`src/rtl/aes_inv_pkg.sv`:
```
`default_nettype none
// ============================================================================
// Module      : aes_inv_pkg
// Description : Shared types and constants for the serial AES-128 decryptor:
//               step encoding, zero-key round-key table, GF(2^8) helpers.
// Revision    : 1.0  initial release
// ============================================================================
package aes_inv_pkg;

  // Sequencer step: IDLE, one InvShiftRows cycle, 16 InvSBox rotations, ARK.
  typedef enum logic [4:0] {
    STEP_IDLE = 5'd0,
    STEP_ISR  = 5'd1,
    STEP_SB0  = 5'd2,
    STEP_SB1  = 5'd3,
    STEP_SB2  = 5'd4,
    STEP_SB3  = 5'd5,
    STEP_SB4  = 5'd6,
    STEP_SB5  = 5'd7,
    STEP_SB6  = 5'd8,
    STEP_SB7  = 5'd9,
    STEP_SB8  = 5'd10,
    STEP_SB9  = 5'd11,
    STEP_SB10 = 5'd12,
    STEP_SB11 = 5'd13,
    STEP_SB12 = 5'd14,
    STEP_SB13 = 5'd15,
    STEP_SB14 = 5'd16,
    STEP_SB15 = 5'd17,
    STEP_ARK  = 5'd18
  } step_t;

  // Round keys K0..K10 of the all-zero cipher key (same table as the encryptor).
  function automatic logic [127:0] round_key(input logic [3:0] idx);
    case (idx)
      4'd0:    return 128'h00000000_00000000_00000000_00000000;
      4'd1:    return 128'h62636363_62636363_62636363_62636363;
      4'd2:    return 128'h9B9898C9_F9FBFBAA_9B9898C9_F9FBFBAA;
      4'd3:    return 128'h90973450_696CCFFA_F2F45733_0B0FAC99;
      4'd4:    return 128'hEE06DA7B_876A1581_759E42B2_7E91EE2B;
      4'd5:    return 128'h7F2E2B88_F8443E09_8DDA7CBB_F34B9290;
      4'd6:    return 128'hEC614B85_1425758C_99FF0937_6AB49BA7;
      4'd7:    return 128'h21751787_3550620B_ACAF6B3C_C61BF09B;
      4'd8:    return 128'h0EF90333_3BA96138_97060A04_511DFA9F;
      4'd9:    return 128'hB1D4D8E2_8A7DB9DA_1D7BB3DE_4C664941;
      4'd10:   return 128'hB4EF5BCB_3E92E211_23E951CF_6F8F188E;
      default: return 'x;
    endcase
  endfunction

  // Multiply by x in GF(2^8) modulo x^8+x^4+x^3+x+1.
  function automatic logic [7:0] xtime(input logic [7:0] a);
    return {a[6:0], 1'b0} ^ (a[7] ? 8'h1B : 8'h00);
  endfunction

  // General GF(2^8) multiply, shift-and-add.
  function automatic logic [7:0] gf_mul(input logic [7:0] a, input logic [7:0] b);
    logic [7:0] acc;
    logic [7:0] aa;
    acc = 8'h00;
    aa  = a;
    for (int i = 0; i < 8; i++) begin
      if (b[i]) acc = acc ^ aa;
      aa = xtime(aa);
    end
    return acc;
  endfunction

endpackage
`default_nettype wire

```
`src/rtl/aes_inv_mix_columns_ref.sv`:
```
`default_nettype none
// ============================================================================
// Module      : aes_inv_mix_columns_ref
// Description : Combinational AES InvMixColumns over a full 128-bit state,
//               FIPS-197 byte 0 at [127:120], column-major.
// Revision    : 1.0  initial release
// ============================================================================
module aes_inv_mix_columns_ref
  import aes_inv_pkg::*;
(
  input  logic [127:0] i_dat,
  output logic [127:0] o_dat
);

  for (genvar c = 0; c < 4; c++) begin : g_col
    logic [7:0] w_a0, w_a1, w_a2, w_a3;
    assign w_a0 = i_dat[127 - 32*c -: 8];
    assign w_a1 = i_dat[119 - 32*c -: 8];
    assign w_a2 = i_dat[111 - 32*c -: 8];
    assign w_a3 = i_dat[103 - 32*c -: 8];

    assign o_dat[127 - 32*c -: 8] = gf_mul(w_a0, 8'h0E) ^ gf_mul(w_a1, 8'h0B) ^
                                    gf_mul(w_a2, 8'h0D) ^ gf_mul(w_a3, 8'h09);
    assign o_dat[119 - 32*c -: 8] = gf_mul(w_a0, 8'h09) ^ gf_mul(w_a1, 8'h0E) ^
                                    gf_mul(w_a2, 8'h0B) ^ gf_mul(w_a3, 8'h0D);
    assign o_dat[111 - 32*c -: 8] = gf_mul(w_a0, 8'h0D) ^ gf_mul(w_a1, 8'h09) ^
                                    gf_mul(w_a2, 8'h0E) ^ gf_mul(w_a3, 8'h0B);
    assign o_dat[103 - 32*c -: 8] = gf_mul(w_a0, 8'h0B) ^ gf_mul(w_a1, 8'h0D) ^
                                    gf_mul(w_a2, 8'h09) ^ gf_mul(w_a3, 8'h0E);
  end

endmodule
`default_nettype wire

```
`src/rtl/aes_sbox_canright.sv`:
```
`default_nettype none
// ============================================================================
// Module      : aes_sbox_canright
// Description : Combinational AES S-box / inverse S-box. Field inversion is
//               computed as x^254; i_decrypt selects the inverse direction.
// Revision    : 1.0  initial release
// ============================================================================
module aes_sbox_canright
  import aes_inv_pkg::*;
(
  input  logic [7:0] i_dat,
  input  logic       i_decrypt,
  output logic [7:0] o_dat
);

  function automatic logic [7:0] rotl8(input logic [7:0] b, input int n);
    return 8'((b << n) | (b >> (8 - n)));
  endfunction

  // x^254 = x^-1 for x != 0, and 0 maps to 0.
  function automatic logic [7:0] gf_inv(input logic [7:0] a);
    logic [7:0] sq;
    logic [7:0] r;
    sq = a;
    r  = 8'h01;
    for (int i = 1; i < 8; i++) begin
      sq = gf_mul(sq, sq);
      r  = gf_mul(r, sq);
    end
    return r;
  endfunction

  function automatic logic [7:0] affine(input logic [7:0] b);
    return b ^ rotl8(b, 1) ^ rotl8(b, 2) ^ rotl8(b, 3) ^ rotl8(b, 4) ^ 8'h63;
  endfunction

  function automatic logic [7:0] inv_affine(input logic [7:0] s);
    return rotl8(s, 1) ^ rotl8(s, 3) ^ rotl8(s, 6) ^ 8'h05;
  endfunction

  // Forward: affine(inverse(x)); inverse: inverse(inv_affine(x)).
  always_comb begin
    if (i_decrypt) o_dat = gf_inv(inv_affine(i_dat));
    else           o_dat = affine(gf_inv(i_dat));
  end

endmodule
`default_nettype wire

```
`src/rtl/aes_serial_inv_cipher.sv`:
```
`default_nettype none
// ============================================================================
// Module      : aes_serial_inv_cipher
// Description : Byte-serial AES-128 decryptor with a fixed all-zero key. One
//               shared InvSBox rotates through the 16 state bytes; each round
//               takes 18 cycles, a block 180 cycles after the accept edge.
// Revision    : 1.0  initial release
// ============================================================================
module aes_serial_inv_cipher
  import aes_inv_pkg::*;
#(
  parameter int NB_ROUNDS = 10  // only 10 is supported (key table is AES-128)
) (
  input  logic         i_clk,
  input  logic         i_reset_n,
  input  logic         i_valid,
  input  logic [127:0] i_dat,
  input  logic         i_read,
  output logic         o_input_consumed,
  output logic [127:0] o_dat,
  output logic         o_valid
);

  // Row r rotates right by r columns.
  function automatic logic [127:0] inv_shift_rows(input logic [127:0] s);
    logic [127:0] o;
    o = '0;
    for (int c = 0; c < 4; c++) begin
      for (int r = 0; r < 4; r++) begin
        o[127 - 8*(r + 4*c) -: 8] = s[127 - 8*(r + 4*((c - r) & 3)) -: 8];
      end
    end
    return o;
  endfunction

  step_t        r_step,  w_step_nxt;
  logic [3:0]   r_round, w_round_nxt;
  logic [127:0] r_state, w_state_nxt;
  logic         r_valid, w_valid_nxt;
  logic         r_consumed, w_consumed_nxt;

  logic [7:0]   w_sbox_out;
  logic [127:0] w_ark;
  logic [127:0] w_imc_out;

  // The InvSBox always looks at the lowest byte; rotation brings each in turn.
  aes_sbox_canright u_sbox (
    .i_dat     (r_state[7:0]),
    .i_decrypt (1'b1),
    .o_dat     (w_sbox_out)
  );

  assign w_ark = r_state ^ round_key(r_round);

  aes_inv_mix_columns_ref u_imc (
    .i_dat (w_ark),
    .o_dat (w_imc_out)
  );

  // State register; async clear leaves no partial result on o_dat.
  always_ff @(posedge i_clk or negedge i_reset_n) begin
    if (!i_reset_n) begin
      r_step     <= STEP_IDLE;
      r_round    <= 4'd10;
      r_state    <= '0;
      r_valid    <= 1'b0;
      r_consumed <= 1'b0;
    end else begin
      r_step     <= w_step_nxt;
      r_round    <= w_round_nxt;
      r_state    <= w_state_nxt;
      r_valid    <= w_valid_nxt;
      r_consumed <= w_consumed_nxt;
    end
  end

  // Step sequencing and datapath update; inputs are only looked at in IDLE.
  always_comb begin
    w_step_nxt     = r_step;
    w_round_nxt    = r_round;
    w_state_nxt    = r_state;
    w_valid_nxt    = r_valid;
    w_consumed_nxt = 1'b0;
    case (r_step)
      STEP_IDLE: begin
        if (i_valid && (!r_valid || i_read)) begin
          w_state_nxt    = i_dat ^ round_key(4'(NB_ROUNDS));
          w_round_nxt    = 4'(NB_ROUNDS - 1);
          w_valid_nxt    = 1'b0;
          w_consumed_nxt = 1'b1;
          w_step_nxt     = STEP_ISR;
        end else if (i_read) begin
          w_valid_nxt = 1'b0;
        end
      end
      STEP_ISR: begin
        w_state_nxt = inv_shift_rows(r_state);
        w_step_nxt  = STEP_SB0;
      end
      STEP_ARK: begin
        if (r_round != 4'd0) begin
          w_state_nxt = w_imc_out;
          w_round_nxt = r_round - 4'd1;
          w_step_nxt  = STEP_ISR;
        end else begin
          w_state_nxt = w_ark;
          w_valid_nxt = 1'b1;
          w_step_nxt  = STEP_IDLE;
        end
      end
      default: begin
        if (r_step inside {[STEP_SB0:STEP_SB15]}) begin
          // SB15 + 1 is ARK, so a plain increment covers the last rotation too.
          w_state_nxt = {w_sbox_out, r_state[127:8]};
          w_step_nxt  = step_t'(r_step + 5'd1);
        end else begin
          w_step_nxt = STEP_IDLE;
        end
      end
    endcase
  end

  assign o_dat            = r_state;
  assign o_valid          = r_valid;
  assign o_input_consumed = r_consumed;

endmodule
`default_nettype wire

```
`config.mk`:
```
export PLATFORM = sky130hd
export DESIGN_NAME = aes_serial_inv_cipher
export DESIGN_NICKNAME = d
export VERILOG_FILES = /design/src/rtl/aes_inv_pkg.sv /design/src/rtl/aes_inv_mix_columns_ref.sv /design/src/rtl/aes_sbox_canright.sv /design/src/rtl/aes_serial_inv_cipher.sv
export SDC_FILE = /design/constraint.sdc
export NUM_CORES = 2
export LEC_CHECK = 0
export BUFFER_PORTS_ARGS = -buffer_cell sky130_fd_sc_hd__buf_2
export CELL_PAD_IN_SITES_DETAIL_PLACEMENT = 1
export CELL_PAD_IN_SITES_GLOBAL_PLACEMENT = 2
export CORE_MARGIN = 2
export CORE_UTILIZATION = 40
export DETAILED_ROUTE_END_ITERATION = 8
export MAX_ROUTING_LAYER = met4
export PLACE_DENSITY = 0.95
export RECOVER_POWER = 50
export SYNTH_ARGS = -nofsm -noshare
export SYNTH_HDL_FRONTEND = slang
export SYNTH_HIERARCHICAL = 1
export SYNTH_SLANG_ARGS = --single-unit
```
`constraint.sdc`:
```
create_clock -name i_clk -period 19.4 [get_ports i_clk]
set_input_delay 2.91 -clock i_clk [delete_from_list [all_inputs] [get_ports i_clk]]
set_output_delay 2.91 -clock i_clk [all_outputs]
set_load 0.05 [all_outputs]
```
* Word level (Yosys, flattened, before mapping)
Memory sizes are Yosys's and may differ from the RTL's. Cells that the tools add are included.
Operators by class: add/sub/neg operators 2, $lt $le $gt $ge 2, eq/ne operators 6, muxes and demuxes 268, bitwise logic cells 406, reduce and logical (&&, ||, !) cells 13
Operators with widths (count):
- XOR 8 bit | 381
- 2-to-1 mux 8 bit | 105
- 2-to-1 mux 5 bit | 142
- 2-to-1 mux 128 bit | 3
- case mux 128 bit (3 select lines) | 1
- XOR 128 bit | 1
- XOR 8 x 5 -> 8 bit | 11
- inverter 69 bit | 1
- case mux 5 bit (3 select lines) | 1
- 2-to-1 mux 4 bit | 3
- AND reduction 3 bit | 3
- OR 8 x 1 -> 8 bit | 1
- OR 8 x 3 -> 8 bit | 1
- OR 8 x 6 -> 8 bit | 1
- case mux 4 bit (2 select lines) | 1
- nonzero test 4 bit | 2
- 2-to-1 mux 1 bit | 7
- 2-to-1 mux 7 bit | 1
- inverter 1 bit (first input constant) | 7
- 2-to-1 mux 6 bit | 1
- inequality test 2 bit (second input constant) | 3
- adder 5 x 1 -> 5 bit (second input constant) | 1
- == test 5 x 1 -> 1 bit (second input constant) | 1
- == test 5 bit (second input constant) | 1
- other kinds (16) | 17
Storage, ports and cells: register bits after elaboration 139, bits in read-only memories 2048, input port bits 132, output and inout bits 130, logic and storage cells 704, memories 1
Memory list:
- (name not given) | words 16, bits a word 128, read ports 1, clocked after memory_dff 0, wr ports 0, line aes_inv_pkg.sv:35 | case (idx)

* Depth between registers and ports, before layout
depth after elaboration 132, gate-level depth with buffers 65, gate-level depth less buffers 53

* Hierarchy
Netlist, hierarchy kept.
Modules (own cells, without submodules):
- aes_sbox_canright | times used 1, cells each 3954, area an instance 30140.2 um2, sequential area each 0.0 um2
- aes_serial_inv_cipher | times used 1, cells each 1422, area an instance 11629.9 um2, sequential area each 3480.8 um2
- aes_inv_mix_columns_ref | times used 1, cells each 849, area an instance 8959.8 um2, sequential area each 0.0 um2

* Worst setup path before layout
No wires, ideal clock.
path kind reg2reg, start register r_state[1] (netlist: o_dat[1]), end register r_state[125] (netlist: o_dat[125]), library setup time 0.095 ns, arrival 14.410 ns, data required time 19.305 ns, slack 4.894 ns, stages on the path, launching flop included 59, path buffers 10, clock period less this slack 14.506 ns, cell sequence dfrtp_1 buf_4 buf_6 buf_6 xnor3_2 inv_2 ha_1 buf_1 nand2_1 xnor2_1 inv_2 clkbuf_1 clkbuf_1 ha_1 buf_1 nand2_1 xor2_1 xnor3_1 [23 not listed] o22ai_1 xnor3_1 xor2_1 xor3_1 nor2_1 xnor3_1 xnor2_4 xor2_4 xnor3_2 nand2b_4 xnor2_2 xnor2_1 xnor2_1 xnor2_1 xnor2_1 mux2i_1 nor2_1 o31ai_1
On the way: cells in the longest elaborated chain, start to end 128, elaborated cells between the ends (all ways) 389, those cells by class 201 x mux; 188 x bitwise
Ends and longest elaborated chain:
- from (decl) | line aes_serial_inv_cipher.sv:38 | logic [127:0] r_state, w_state_nxt;
- from (signal assigned) | line aes_serial_inv_cipher.sv:71 | r_state <= w_state_nxt;
- OR 8 x 6 -> 8 bit | line aes_sbox_canright.sv:17 | return 8'((b << n) | (b >> (8 - n)));
- XOR 8 bit (*) | line aes_sbox_canright.sv:38 | return rotl8(s, 1) ^ rotl8(s, 3) ^ rotl8(s, 6) ^ 8'h05;
- 2-to-1 mux 5 bit | line aes_inv_pkg.sv:53 | return {a[6:0], 1'b0} ^ (a[7] ? 8'h1B : 8'h00);
- XOR 8 bit | line aes_inv_pkg.sv:53
- XOR 8 bit | line aes_inv_pkg.sv:63 | if (b[i]) acc = acc ^ aa;
- 2-to-1 mux 8 bit | line aes_inv_pkg.sv:63
- XOR 8 bit | line aes_inv_pkg.sv:63
- 2-to-1 mux 8 bit | line aes_inv_pkg.sv:63
- [113 not listed]
- 2-to-1 mux 8 bit | line aes_inv_pkg.sv:63
- XOR 8 bit | line aes_inv_pkg.sv:63
- 2-to-1 mux 8 bit | line aes_inv_pkg.sv:63
- XOR 8 bit | line aes_inv_pkg.sv:63
- 2-to-1 mux 8 bit (*) | line aes_inv_pkg.sv:63
- net w_sbox_out[5] | line aes_serial_inv_cipher.sv:42 | logic [7:0] w_sbox_out;
- 2-to-1 mux 128 bit (*) | line aes_serial_inv_cipher.sv:112 | if (r_step inside {[STEP_SB0:STEP_SB15]}) begin
- case mux 128 bit (3 select lines) (*) | line aes_serial_inv_cipher.sv:84 | case (r_step)
The timed path passes the listed nets; every way through them passes the cells marked *. The select of a mux whose other input is x is not followed. A chain may end at the register's enable or synchronous reset.

* Final worst setup path
start register r_state[7] (netlist: o_dat[7]), end register r_state[121] (netlist: o_dat[121])
On the way: cells in the longest elaborated chain, start to end 130, elaborated cells between the ends (all ways) 389, those cells by class 201 x mux; 188 x bitwise
Ends and longest elaborated chain (line):
- OR 8 x 1 -> 8 bit | aes_sbox_canright.sv:17
- XOR 8 bit | aes_sbox_canright.sv:38
- XOR 8 bit (*) | aes_sbox_canright.sv:38
- inverter 2 bit (no source line)
- 2-to-1 mux 8 bit | aes_inv_pkg.sv:63
- XOR 8 bit | aes_inv_pkg.sv:63
- 2-to-1 mux 8 bit | aes_inv_pkg.sv:63
- XOR 8 bit | aes_inv_pkg.sv:63
- [115 not listed]
- 2-to-1 mux 8 bit | aes_inv_pkg.sv:63
- XOR 8 bit | aes_inv_pkg.sv:63
- 2-to-1 mux 8 bit | aes_inv_pkg.sv:63
- XOR 8 bit | aes_inv_pkg.sv:63
- 2-to-1 mux 8 bit (*) | aes_inv_pkg.sv:63
- net w_sbox_out[1] | aes_serial_inv_cipher.sv:42
- 2-to-1 mux 128 bit (*) | aes_serial_inv_cipher.sv:112
- case mux 128 bit (3 select lines) (*) | aes_serial_inv_cipher.sv:84
Marked as above.

==> metrics.txt <==
# TYPE chip_impl_metric gauge
chip_impl_metric{name="cts_hold_repair.buffers",unit=""} 0
chip_impl_metric{name="die_height",unit="µm"} 360
chip_impl_info{name="violated_checks",value="max-capacitance violations, max-slew violations"} 1
chip_impl_metric{name="n_fill_cell",unit=""} 15200
chip_impl_metric{name="post_drt_antenna_nets",unit=""} 0
chip_impl_metric{name="synth-warning-count",unit=""} 6
chip_impl_metric{name="critical_path_rt",unit="ns"} 19.80
chip_impl_metric{name="worst_hold_path.num_cells",unit=""} 2
chip_impl_info{name="critical-path-top-cell-by-count",value="sky130_fd_sc_hd__xor2_1"} 1
chip_impl_metric{name="numCtsBuffers",unit=""} 17
chip_impl_metric{name="maxClockFrequency",unit="GHz"} 0.0593
chip_impl_metric{name="globalRouteTotalUtil",unit=""} 0.329
chip_impl_metric{name="synthDistinctLibCells",unit=""} 121
chip_impl_metric{name="finalNonFillerCells",unit=""} 7869
chip_impl_info{name="run_status",value="complete, but fails checks"} 1
chip_impl_metric{name="cts_repair_resize_count",unit=""} 0
chip_impl_metric{name="wl",unit="mm"} 216
chip_impl_metric{name="largest_net_degree_at_the_start_of_global_routing",unit=""} 92
chip_impl_metric{name="placed_cells",unit=""} 7821
chip_impl_info{name="cts_root_buffer",value="sky130_fd_sc_hd__clkbuf_16"} 1
chip_impl_metric{name="final.setup.tns",unit="ns"} 0
chip_impl_metric{name="route.detailed.vias_per_inst",unit=""} 6.22
chip_impl_metric{name="multi_input_comb_area",unit="µm²"} 44900
chip_impl_metric{name="maxSlewViolCount",unit=""} 199
chip_impl_info{name="synthMostInstantiatedCell",value="sky130_fd_sc_hd__xnor2_1"} 1
chip_impl_metric{name="max_cap_viol_count",unit=""} 3
chip_impl_metric{name="nNetsFinal",unit=""} 6348
chip_impl_metric{name="synth_edf_count",unit=""} 0
chip_impl_metric{name="core-area",unit="µm²"} 126000
chip_impl_metric{name="cell_area_after_layout",unit="µm²"} 53900
chip_impl_metric{name="postCtsSetupBuffers",unit=""} 0
chip_impl_metric{name="timing.final.setup_violations",unit=""} 0
chip_impl_info{name="slowest_stage",value="sky130_fd_sc_hd__dfrtp_2"} 1
chip_impl_metric{name="die_wd",unit="µm"} 360
chip_impl_metric{name="routedWlPerCell",unit="µm"} 27.4
chip_impl_info{name="crit_type",value="register to register"} 1
chip_impl_metric{name="dpl.hpwl",unit="mm"} 165
chip_impl_metric{name="post_synth_instance_area",unit="µm²"} 50700
chip_impl_info{name="timing.critical_path.from",value="o_dat[7]"} 1
chip_impl_metric{name="mappedNetlistNets",unit=""} 6383
chip_impl_metric{name="top_level_port_count",unit=""} 262
chip_impl_metric{name="async_s_r_ff_share_synth",unit=""} 1.00
chip_impl_metric{name="portBuffers",unit=""} 261
chip_impl_metric{name="fp.dieArea",unit="µm²"} 130000
chip_impl_metric{name="drt_iter0_drc",unit=""} 5305
chip_impl_info{name="hp-class",value="register to register"} 1
chip_impl_metric{name="max_slew_headroom",unit=""} -2.81
chip_impl_metric{name="detailed_place.area",unit="µm²"} 53400
chip_impl_metric{name="grt_overflow",unit=""} 0
chip_impl_metric{name="grt_first_pass_wirelength",unit="mm"} 321
chip_impl_metric{name="cp.arrival",unit="ns"} 17.26
chip_impl_metric{name="avgSynthCellArea",unit="µm²"} 8.15
chip_impl_metric{name="drt_pre_antenna_iters",unit=""} 6
chip_impl_metric{name="sequential_cell_area",unit="µm²"} 3490
chip_impl_metric{name="antenna_found_initial",unit=""} 17
chip_impl_info{name="worstReg2RegStart",value="o_dat[7]"} 1
chip_impl_metric{name="clk_transition_reported_paths",unit="ns"} 0.07
chip_impl_info{name="synth.area.top_cells",value="sky130_fd_sc_hd__xnor2_1 (23%), sky130_fd_sc_hd__xnor3_1 (13%), sky130_fd_sc_hd__dfrtp_1 (6.8%), sky130_fd_sc_hd__xor2_1 (6.7%), sky130_fd_sc_hd__nor2_1 (5.1%)"} 1
chip_impl_metric{name="crit_path_max_fanout",unit=""} 38
chip_impl_metric{name="period_share",unit=""} 0.869
chip_impl_info{name="ys.flop_type",value="sky130_fd_sc_hd__dfrtp_1"} 1
chip_impl_metric{name="finalHoldViolCount",unit=""} 0
chip_impl_info{name="commonest_cells_in_the_netlist",value="sky130_fd_sc_hd__xnor2_1 (1330), sky130_fd_sc_hd__nor2_1 (693), sky130_fd_sc_hd__nand2_1 (604), sky130_fd_sc_hd__xor2_1 (386), sky130_fd_sc_hd__xnor3_1 (290)"} 1
chip_impl_metric{name="via_count_of_the_first_global_routing_pass",unit=""} 48300
chip_impl_metric{name="floorplan.initialDensity",unit=""} 0.403
chip_impl_metric{name="ctsHtreeMaxLevel",unit=""} 4
chip_impl_metric{name="post_synth_inst_count",unit=""} 6225
chip_impl_metric{name="gpl.final_weighted_congestion",unit=""} 1.04
chip_impl_metric{name="cell_rows",unit=""} 130
chip_impl_metric{name="cts-root-to-sink-buffers",unit=""} 2
chip_impl_info{name="area_leader_netlist",value="sky130_fd_sc_hd__xnor2_1"} 1
chip_impl_info{name="hold_start",value="o_valid"} 1
chip_impl_metric{name="synth-seq-area-share",unit=""} 0.0686
chip_impl_metric{name="reg2reg_depth",unit=""} 48
chip_impl_metric{name="drive_above_1_share",unit=""} 0.116
chip_impl_metric{name="cts.sink_count",unit=""} 139
chip_impl_metric{name="fin_worst_skew",unit="ns"} 0.0132
chip_impl_metric{name="layout-area-overhead-vs-synth",unit="%"} 6.22
chip_impl_metric{name="ys_ff_latch",unit=""} 139
chip_impl_info{name="cp-start-kind",value="register"} 1
chip_impl_metric{name="post-route-min-period",unit="ns"} 16.87
chip_impl_info{name="tritoncts_clock_tree",value="built"} 1
chip_impl_metric{name="worst-slew-pin-transition",unit="ns"} 5.71
chip_impl_metric{name="clk_latency",unit="ns"} 0.50
chip_impl_metric{name="synth.top_cell.area_share",unit=""} 0.230
chip_impl_metric{name="drc_violations_left",unit=""} 0
chip_impl_info{name="unrepaired_setup_endpoints_after_global_routing",value="no"} 1
chip_impl_info{name="critical_path_sink_type",value="register"} 1
chip_impl_metric{name="timing.critical_path.slowest_cell_delay",unit="ns"} 0.87
chip_impl_metric{name="hold_ws",unit="ns"} 0.526
chip_impl_metric{name="via_count",unit=""} 49000
[layer usage]
| metal | GRT usage | share of wire |
|---|---|---|
| met1 | 0.440 | 0.43 |
| met5 | - | 0 |
| met3 | 0.0629 | 0.092 |
| met4 | 0.131 | 0.045 |
| met2 | 0.488 | 0.44 |
[flip-flops by register name, summed over array words and instances (netlist names)]
name / cells
r_step: 5
o_input_consumed: 1
o_valid: 1
o_dat: 128
r_round: 4
[cells in the final DEF, fill, tap and decap left out, types with 119 or more instances in the layout]
cell type / netlist / layout
sky130_fd_sc_hd__a21oi_1: 278 / 279
sky130_fd_sc_hd__buf_2: 158 / 206
sky130_fd_sc_hd__xor2_1: 386 / 384
sky130_fd_sc_hd__o21ai_0: 220 / 220
sky130_fd_sc_hd__xnor2_1: 1330 / 1310
sky130_fd_sc_hd__mux2i_1: 119 / 119
sky130_fd_sc_hd__nor2_1: 693 / 691
sky130_fd_sc_hd__buf_4: 43 / 181
sky130_fd_sc_hd__o31ai_1: 134 / 134
sky130_fd_sc_hd__dfrtp_1: 137 / 131
sky130_fd_sc_hd__nor3_1: 127 / 127
sky130_fd_sc_hd__nand2_1: 604 / 604
sky130_fd_sc_hd__xnor3_1: 290 / 290
[final cells by class]
| cell class | instances | area share |
|---|---|---|
| multi-input combinational | 5525 | 0.833 |
| sequential | 139 | 0.0647 |
| timing repair buffer | 444 | 0.0483 |
| tap | 1650 | 0.0383 |
| clock buffer | 18 | 0.00815 |
| inverter | 63 | 0.00439 |
| clock inverter | 14 | 0.00251 |
| antenna | 16 | 0.000743 |
[worst max-delay path: cells and delay by family, from the launching register on]
family,cells,cell delay [ns]
compound gates,6,0.99
flops,1,0.87
simple gates,10,2.49
mux,2,0.33
xor+xnor,25,9.80
buf+inv,3,0.86
fa+ha+maj,2,1.32
[metrics by stage]
stage	util	setup WS [ns]
2_1_floorplan	-	4.89
3_3_place_gp	0.424	3.27
3_5_place_dp	0.424	2.77
4_1_cts	0.429	2.72
5_1_grt	0.428	1.30
6_report	0.429	2.53
[path summary, 6_finish.rpt]
check | endpoint | slack (ns)
min in group asynchronous | o_dat[95] | 4.50
hold / removal | o_valid | 0.53
hold reg to reg | o_valid | 0.53
max in group asynchronous | o_dat[6] | 9.93
setup reg to reg | o_dat[121] | 2.53
setup / recovery | o_dat[121] | 2.53
[kinds of logic (layout without fill, tap and decap cells)]
family | Yosys count | after routing | synth area share
AO/OA/AOI/OAI | 1380 | 1380 | 0.192
XOR/XNOR | 2185 | 2185 | 0.498
adder cells (fa/ha/maj) | 29 | 29 | 0.00700
buffers and inverters | 561 | 539 | 0.0507
flip-flops | 139 | 139 | 0.0686
multiplexers | 147 | 147 | 0.0298
other | 1 | 17 | 0.0000739
AND/OR/NAND/NOR | 1783 | 1783 | 0.154
Power is left out: the tool's default activity adds up to more than one toggle a clock period on the data nets, which glitch-free logic cannot reach.
